`config.mk`:
```
export PLATFORM = sky130hd
export DESIGN_NAME = idma_ch_event_bridge
export DESIGN_NICKNAME = d
export VERILOG_FILES = /design/src/rtl/idma_ch_event_bridge.sv
export SDC_FILE = /design/constraint.sdc
export NUM_CORES = 1
export LEC_CHECK = 0
export ABC_CLOCK_PERIOD_IN_PS = 2500
export CELL_PAD_IN_SITES_DETAIL_PLACEMENT = 0
export CELL_PAD_IN_SITES_GLOBAL_PLACEMENT = 1
export CORE_MARGIN = 5
export CORE_UTILIZATION = 42
export DETAILED_ROUTE_END_ITERATION = 7
export GPL_TIMING_DRIVEN = 0
export PLACE_DENSITY_LB_ADDON = 0.1
export SLEW_MARGIN = 0
export SYNTH_ARGS = -nofsm -noshare
export SYNTH_HDL_FRONTEND = slang
export SYNTH_SLANG_ARGS = --single-unit
```
`constraint.sdc`:
```
create_clock -name clk_i -period 2.5 [get_ports clk_i]
set_input_delay 0.5 -clock clk_i [delete_from_list [all_inputs] [get_ports clk_i]]
set_output_delay 0.5 -clock clk_i [all_outputs]
set_load 0.02 [all_outputs]
```
`src/rtl/idma_ch_event_bridge.sv`:
```
// -----------------------------------------------------------------------------
// idma_ch_event_bridge
//
// Turns the busy/start/done/error strobes of the iDMA transfer channels of a
// tile into single-cycle events for the tile event unit. Per channel it keeps
// an outstanding-transfer counter and coalesces done strobes into one done
// event per batch. The batch size is set by a threshold. A batch is also
// flushed early by a timeout, by the channel draining to zero outstanding
// transfers, or by an error strobe. Error strobes are forwarded one cycle
// later and are never coalesced. A single idle event is raised when every
// channel has gone quiet.
//
// Ports:
//   clk_i, rst_ni     clock, asynchronous active-low reset
//   clear_i           synchronous soft clear; overrides every other input
//   ch_busy_i         per-channel busy level
//   ch_start_i        per-channel transfer-issued strobe
//   ch_done_i         per-channel transfer-retired strobe
//   ch_error_i        per-channel error strobe
//   cfg_thresh_i      per-channel done-coalescing threshold (0 acts as 1)
//   cfg_timeout_i     coalescing timeout in cycles (0 disables it)
//   evt_done_o        per-channel coalesced done pulse
//   evt_done_cnt_o    dones covered by the evt_done_o pulse (0 when no pulse)
//   evt_error_o       per-channel error pulse
//   evt_idle_o        all-channels-idle pulse
//   outstanding_o     registered outstanding-transfer count per channel
//   ovf_o, udf_o      sticky outstanding-counter overflow / underflow
//   stat_done_total_o per-channel 16-bit wrapping done total
//                     (present only with IDMA_EVT_STATS_EN defined)
//
// Optional feature macro: IDMA_EVT_STATS_EN
// -----------------------------------------------------------------------------
module idma_ch_event_bridge #(
   parameter int unsigned NUM_CH = 2,
   parameter int unsigned CNT_W  = 4,
   parameter int unsigned TO_W   = 8
) (
   input  logic                    clk_i,
   input  logic                    rst_ni,
   input  logic                    clear_i,
   input  logic [NUM_CH-1:0]       ch_busy_i,
   input  logic [NUM_CH-1:0]       ch_start_i,
   input  logic [NUM_CH-1:0]       ch_done_i,
   input  logic [NUM_CH-1:0]       ch_error_i,
   input  logic [NUM_CH*CNT_W-1:0] cfg_thresh_i,
   input  logic [TO_W-1:0]         cfg_timeout_i,
   output logic [NUM_CH-1:0]       evt_done_o,
   output logic [NUM_CH*CNT_W-1:0] evt_done_cnt_o,
   output logic [NUM_CH-1:0]       evt_error_o,
   output logic                    evt_idle_o,
   output logic [NUM_CH*CNT_W-1:0] outstanding_o,
   output logic [NUM_CH-1:0]       ovf_o,
`ifdef IDMA_EVT_STATS_EN
   output logic [NUM_CH-1:0]       udf_o,
   output logic [NUM_CH*16-1:0]    stat_done_total_o
`else
   output logic [NUM_CH-1:0]       udf_o
`endif
);

   localparam logic [CNT_W-1:0] CntZero  = {CNT_W{1'b0}};
   localparam logic [CNT_W-1:0] CntOne   = {{(CNT_W-1){1'b0}}, 1'b1};
   localparam logic [CNT_W-1:0] CntMax   = {CNT_W{1'b1}};
   localparam logic [TO_W-1:0]  TimerZero = {TO_W{1'b0}};
   localparam logic [TO_W-1:0]  TimerOne  = {{(TO_W-1){1'b0}}, 1'b1};
   localparam logic [TO_W-1:0]  TimerMax  = {TO_W{1'b1}};

   typedef enum logic [1:0] {
      StIdle,
      StAccum,
      StFire
   } coal_state_e;

   // ---------------------------------------------------------------------------
   // Shared state: registered busy, error forwarding and idle detection
   // ---------------------------------------------------------------------------
   logic [NUM_CH-1:0] busy_q;
   logic [NUM_CH-1:0] err_q;
   logic [NUM_CH-1:0] out_zero;
   logic              prev_idle_q;
   logic              idle_evt_q;
   logic              all_idle;

   // Built only from registered values so the idle event never sees a
   // half-updated channel.
   assign all_idle = (busy_q == '0) && (&out_zero);

   always_ff @(posedge clk_i or negedge rst_ni) begin
      if (!rst_ni) begin
         busy_q      <= '0;
         err_q       <= '0;
         prev_idle_q <= 1'b1;
         idle_evt_q  <= 1'b0;
      end else if (clear_i) begin
         busy_q      <= '0;
         err_q       <= '0;
         prev_idle_q <= 1'b1;
         idle_evt_q  <= 1'b0;
      end else begin
         busy_q      <= ch_busy_i;
         err_q       <= ch_error_i;
         prev_idle_q <= all_idle;
         idle_evt_q  <= all_idle & ~prev_idle_q;
      end
   end

   assign evt_error_o = err_q;
   assign evt_idle_o  = idle_evt_q;

   // ---------------------------------------------------------------------------
   // Per-channel outstanding counter and done coalescing
   // ---------------------------------------------------------------------------
   for (genvar c = 0; c < NUM_CH; c++) begin : g_ch
      logic             start;
      logic             done;
      logic             err;
      logic [CNT_W-1:0] thresh_raw;
      logic [CNT_W-1:0] thresh_eff;
      logic             thresh_le1;

      assign start      = ch_start_i[c];
      assign done       = ch_done_i[c];
      assign err        = ch_error_i[c];
      assign thresh_raw = cfg_thresh_i[c*CNT_W +: CNT_W];
      assign thresh_eff = (thresh_raw == CntZero) ? CntOne : thresh_raw;
      assign thresh_le1 = (thresh_eff == CntOne);

      // Outstanding counter with sticky overflow/underflow flags
      logic [CNT_W-1:0] out_q, out_d;
      logic             ovf_q, ovf_d;
      logic             udf_q, udf_d;

      always_comb begin
         out_d = out_q;
         ovf_d = ovf_q;
         udf_d = udf_q;
         if (start && !done) begin
            if (out_q == CntMax) begin
               ovf_d = 1'b1;
            end else begin
               out_d = out_q + CntOne;
            end
         end else if (done && !start) begin
            if (out_q == CntZero) begin
               udf_d = 1'b1;
            end else begin
               out_d = out_q - CntOne;
            end
         end
      end

      always_ff @(posedge clk_i or negedge rst_ni) begin
         if (!rst_ni) begin
            out_q <= CntZero;
            ovf_q <= 1'b0;
            udf_q <= 1'b0;
         end else if (clear_i) begin
            out_q <= CntZero;
            ovf_q <= 1'b0;
            udf_q <= 1'b0;
         end else begin
            out_q <= out_d;
            ovf_q <= ovf_d;
            udf_q <= udf_d;
         end
      end

      assign outstanding_o[c*CNT_W +: CNT_W] = out_q;
      assign ovf_o[c]    = ovf_q;
      assign udf_o[c]    = udf_q;
      assign out_zero[c] = (out_q == CntZero);

      // Coalescing FSM
      coal_state_e      state_q;
      logic [CNT_W-1:0] pend_q;
      logic [TO_W-1:0]  timer_q;
      logic             evt_q;
      logic [CNT_W-1:0] evt_cnt_q;

      logic [CNT_W-1:0] pend_acc;
      logic [TO_W-1:0]  timer_inc;
      logic             timeout_hit;
      logic             fire_acc;

      // Pending count including a done seen this cycle, saturating
      assign pend_acc    = (done && (pend_q != CntMax)) ? (pend_q + CntOne) : pend_q;
      assign timer_inc   = (timer_q == TimerMax) ? timer_q : (timer_q + TimerOne);
      assign timeout_hit = (cfg_timeout_i != TimerZero) &&
                           (timer_q == (cfg_timeout_i - TimerOne));
      // Flush on threshold, timeout, channel drain or error
      assign fire_acc    = (pend_acc >= thresh_eff) || timeout_hit ||
                           (out_d == CntZero) || err;

      always_ff @(posedge clk_i or negedge rst_ni) begin
         if (!rst_ni) begin
            state_q   <= StIdle;
            pend_q    <= CntZero;
            timer_q   <= TimerZero;
            evt_q     <= 1'b0;
            evt_cnt_q <= CntZero;
         end else if (clear_i) begin
            state_q   <= StIdle;
            pend_q    <= CntZero;
            timer_q   <= TimerZero;
            evt_q     <= 1'b0;
            evt_cnt_q <= CntZero;
         end else begin
            evt_q     <= 1'b0;
            evt_cnt_q <= CntZero;
            unique case (state_q)
               StIdle: begin
                  if (done) begin
                     pend_q  <= CntOne;
                     timer_q <= TimerZero;
                     state_q <= thresh_le1 ? StFire : StAccum;
                  end
               end
               StAccum: begin
                  pend_q  <= pend_acc;
                  timer_q <= timer_inc;
                  if (fire_acc) begin
                     state_q <= StFire;
                  end
               end
               StFire: begin
                  evt_q     <= 1'b1;
                  evt_cnt_q <= pend_q;
                  // A done landing in the fire cycle opens the next batch
                  if (done) begin
                     pend_q  <= CntOne;
                     timer_q <= TimerZero;
                     state_q <= thresh_le1 ? StFire : StAccum;
                  end else begin
                     pend_q  <= CntZero;
                     state_q <= StIdle;
                  end
               end
               default: begin
                  state_q <= StIdle;
                  pend_q  <= CntZero;
               end
            endcase
         end
      end

      assign evt_done_o[c]                    = evt_q;
      assign evt_done_cnt_o[c*CNT_W +: CNT_W] = evt_cnt_q;

`ifdef IDMA_EVT_STATS_EN
      // Free-running done total, wraps at 16 bits
      logic [15:0] stat_q;

      always_ff @(posedge clk_i or negedge rst_ni) begin
         if (!rst_ni) begin
            stat_q <= 16'd0;
         end else if (clear_i) begin
            stat_q <= 16'd0;
         end else if (done) begin
            stat_q <= stat_q + 16'd1;
         end
      end

      assign stat_done_total_o[c*16 +: 16] = stat_q;
`endif
   end

endmodule

```
==> reports/metrics.yaml, run 1 <==
synth:
  yosysWarnings: 0
  synthArstFlopShare_pct: 100
  syn-num-nets: 453
  netlist_instances: 409
  yosys.area.top_type: "dfrtp_1"
  synth-main-ff-cell: "dfrtp_1"
  synthDistinctLibCells: 63
  post_synth.cell_area_avg_sq_um: 9.09
  synth_edf_count: 0
  ys_seq_area_share_pct: 37.7
  synth_area_leaders: "dfrtp_1 37%, ha_1 5.7%, xnor2_1 4.5%"
  ys_ff_latch: 56
  yosys.area.top_type_share_pct: 37.0
  syn-cell-area_sq_mm: 0.00372
pwr:
  p_per_area_mw_per_mm2: 453
  leakage_nw: 1.95
  finalPower_mw: 2.06
  vdd.ir_drop.worst_uv: 255
sta:
  hold_violations: 0
  slew_viol_final: 0
  min_period_ns: 2.42
  setup_viol: 0
  holdWs_ns: 0.193
  slew_headroom_pct: 58.9
  worstMarginPinSlew_ns: 0.616
  max_freq_mhz: 413
  finalCritPeriodShare_pct: 96.9
  fin_skew_ns: 0.0102
  worst_slack_ns: 0.0779
setup_path:
  crit_arrival_ns: 2.62
  worstPathRequired_ns: 2.70
  crit_fanout: 5
  start_kind: "input port"
  end_kind: "register"
  critPathKind: "in -> reg"
placed_design:
  port_buffers: 51
  placed_cells: 569
  preCtsSetupSlack_ns: -0.915
  gp_congestion: 0.825
  place_hpwl_microns: 6720
clock_tree:
  numCtsBuffers: 5
  clk_latency_ns: 0.30
  cts_max_level: 2
  cts.path.max_buffers: 2
  cts_root_buffer: "clkbuf_8"
  cts_tree: "built"
  cts_sinks: 56
  clk_pin_slew_ns: 0.10
flow_run:
  drv_cap: 0
die:
  die_height_microns: 104
  initial_core_util_pct: 42.8
  rows: 34
  dieArea_sq_mm: 0.0108
  pin_count: 52
  core_area_sq_mm: 0.00868
  die_w_microns: 104
drt:
  viasPerCell: 5.54
  dr.pass1.iters: 4
  vias: 3206
  wl_per_cell_microns: 15.3
  drtIter0Drc: 106
  drc: 0
  ant_nets: 0
  drt_wl_total_microns: 8860
global_route:
  antenna_found_initial: 0
  grt_pass1_wl_microns: 15100
  grt_util_all_layers_pct: 16.4
  grt_pass1_vias: 3089
  overflow: 0
  grt_max_degree: 32
status:
  status: "finished clean"
layout:
  syn2layout_area_growth_pct: 22.3
  diodes: 0
  fin_nets: 514
  drive_gt1_share_pct: 9.77
  fin_cells: 579
  post-route-util_pct: 52.4
hold_path:
  hold_class: "in -> async"
per-layer routing:
metal  track usage [%]  share of wire, %  up-vias
met3              3.10               3.4       12
met2              25.4                45       69
met5                 0                 0        -
li1                  -                 -     1595
met4              4.63               1.4        0
met1              23.3                50     1530
power by group:
group	internal, mW	switching (mW)	total, mW
registers	0.944	0.0464	0.990
clock network	0.226	0.294	0.520
logic	0.251	0.299	0.551
total	1.42	0.639	2.06
timing repair:
action                     4_1_cts  5_1_grt
setup endpoints to repair        4        4
setup buffers                    0        3
hold buffers                     0        0
pin swaps                        0        2
resized for setup               11       16
layout by cell type (no fill, tap or decap), types with 3 or more instances in the layout:
cell type and n:
dfrtp_1 53, clkdlybuf4s50_1 46, nor2_1 25, nor3_1 25
nor2b_1 20, nand2_1 20, a21oi_1 20, inv_1 19
xnor2_1 19, and2_1 16, ha_1 15, nand3_1 14
o21ai_0 14, clkbuf_1 12, a22oi_1 9, buf_4 9
nand2b_1 8, and3_1 6, nor3b_1 6, a21o_1 6
clkbuf_8 6, a31oi_1 5, xor2_1 5, nor4_1 5
a211oi_1 4, or2_2 4, mux2i_1 4, a21boi_0 3
o211ai_1 3, a22o_1 3
metrics by stage:
stage,instance area (sq um),setup TNS [ns]
after floorplan,3720,0
after global placement,4360,-52.75
after detailed placement,4380,-3.05
after CTS,4490,0
after global routing,4550,-0.00630
final,4550,0
registers in the layout (all words and copies together) (netlist names), 4 cells and up:
register        count
g_ch.timer_q       16
g_ch.evt_cnt_q      8
g_ch.out_q          8
g_ch.pend_q         8
g_ch.state_q        4
area by class of cell:
cell class	count	area [sq um]
fill	855	4130
multi-input combinational	312	2180
sequential	56	1410
timing repair buffer	55	543
tap	108	135
buffer	21	120
clock buffer	7	86.3
inverter	19	71.3
clock inverter	1	7.51
synth_stat cells, types with 3 or more instances:
master / number
ha_1: 17
nand3_1: 14
nor2b_1: 20
mux2i_1: 4
o211ai_1: 3
nor2_1: 25
nor3b_1: 7
xor2_1: 5
a22o_1: 3
dfrtp_1: 55
a21oi_1: 21
xnor2_1: 19
nand2_1: 22
nor4_1: 5
a22oi_1: 9
a211oi_1: 4
a31oi_1: 5
nor3_1: 25
buf_4: 6
and2_1: 16
a21o_1: 6
inv_1: 19
clkbuf_1: 14
and3_1: 6
nand2b_1: 8
or2_2: 4
a21boi_0: 3
o21ai_0: 15
kinds of logic (layout without fill, tap and decap cells):
family / after synthesis / in the layout / share of synthesized area (%)
adder cells (fa/ha/maj): 17 / 17 / 5.72
multiplexers: 6 / 6 / 1.68
flip-flops: 56 / 56 / 37.7
XOR/XNOR: 26 / 26 / 6.87
AO/OA/AOI/OAI: 91 / 91 / 16.9
AND/OR/NAND/NOR: 172 / 172 / 26.3
buffers and inverters: 41 / 103 / 4.75
worst max-delay path: stages:
cell	delay [ns]
clkdlybuf4s50_1	0.55
or4b_4	0.60
or3_1	0.37
a22oi_2	0.19
nand4_2	0.15
a31o_2	0.26
final timing paths:
| check | from | endpoint | slack, ns | depth (start not counted) |
|---|---|---|---|---|
| max reg2reg | g_ch[0].pend_q[1] | g_ch[0].state_q[1] | 0.16 | 9 |
| min reg2reg | g_ch[1].udf_q | g_ch[1].udf_q | 0.51 | 2 |
| max in group asynchronous | rst_ni | prev_idle_q | 1.65 | 2 |
| min | rst_ni | g_ch[0].timer_q[7] | 0.19 | 1 |
| max | cfg_timeout_i[2] | g_ch[1].state_q[0] | 0.08 | 6 |
| min in group clk_i | g_ch[1].udf_q | g_ch[1].udf_q | 0.51 | 2 |
Power figures use the tool's default switching activity.
==> run 2: changes to the inputs <==
Settings changed: CTS_CLUSTER_SIZE set to 40.
==> results of run 2 <==
No change in the layout: final DEF, timing and power equal those of run 1.
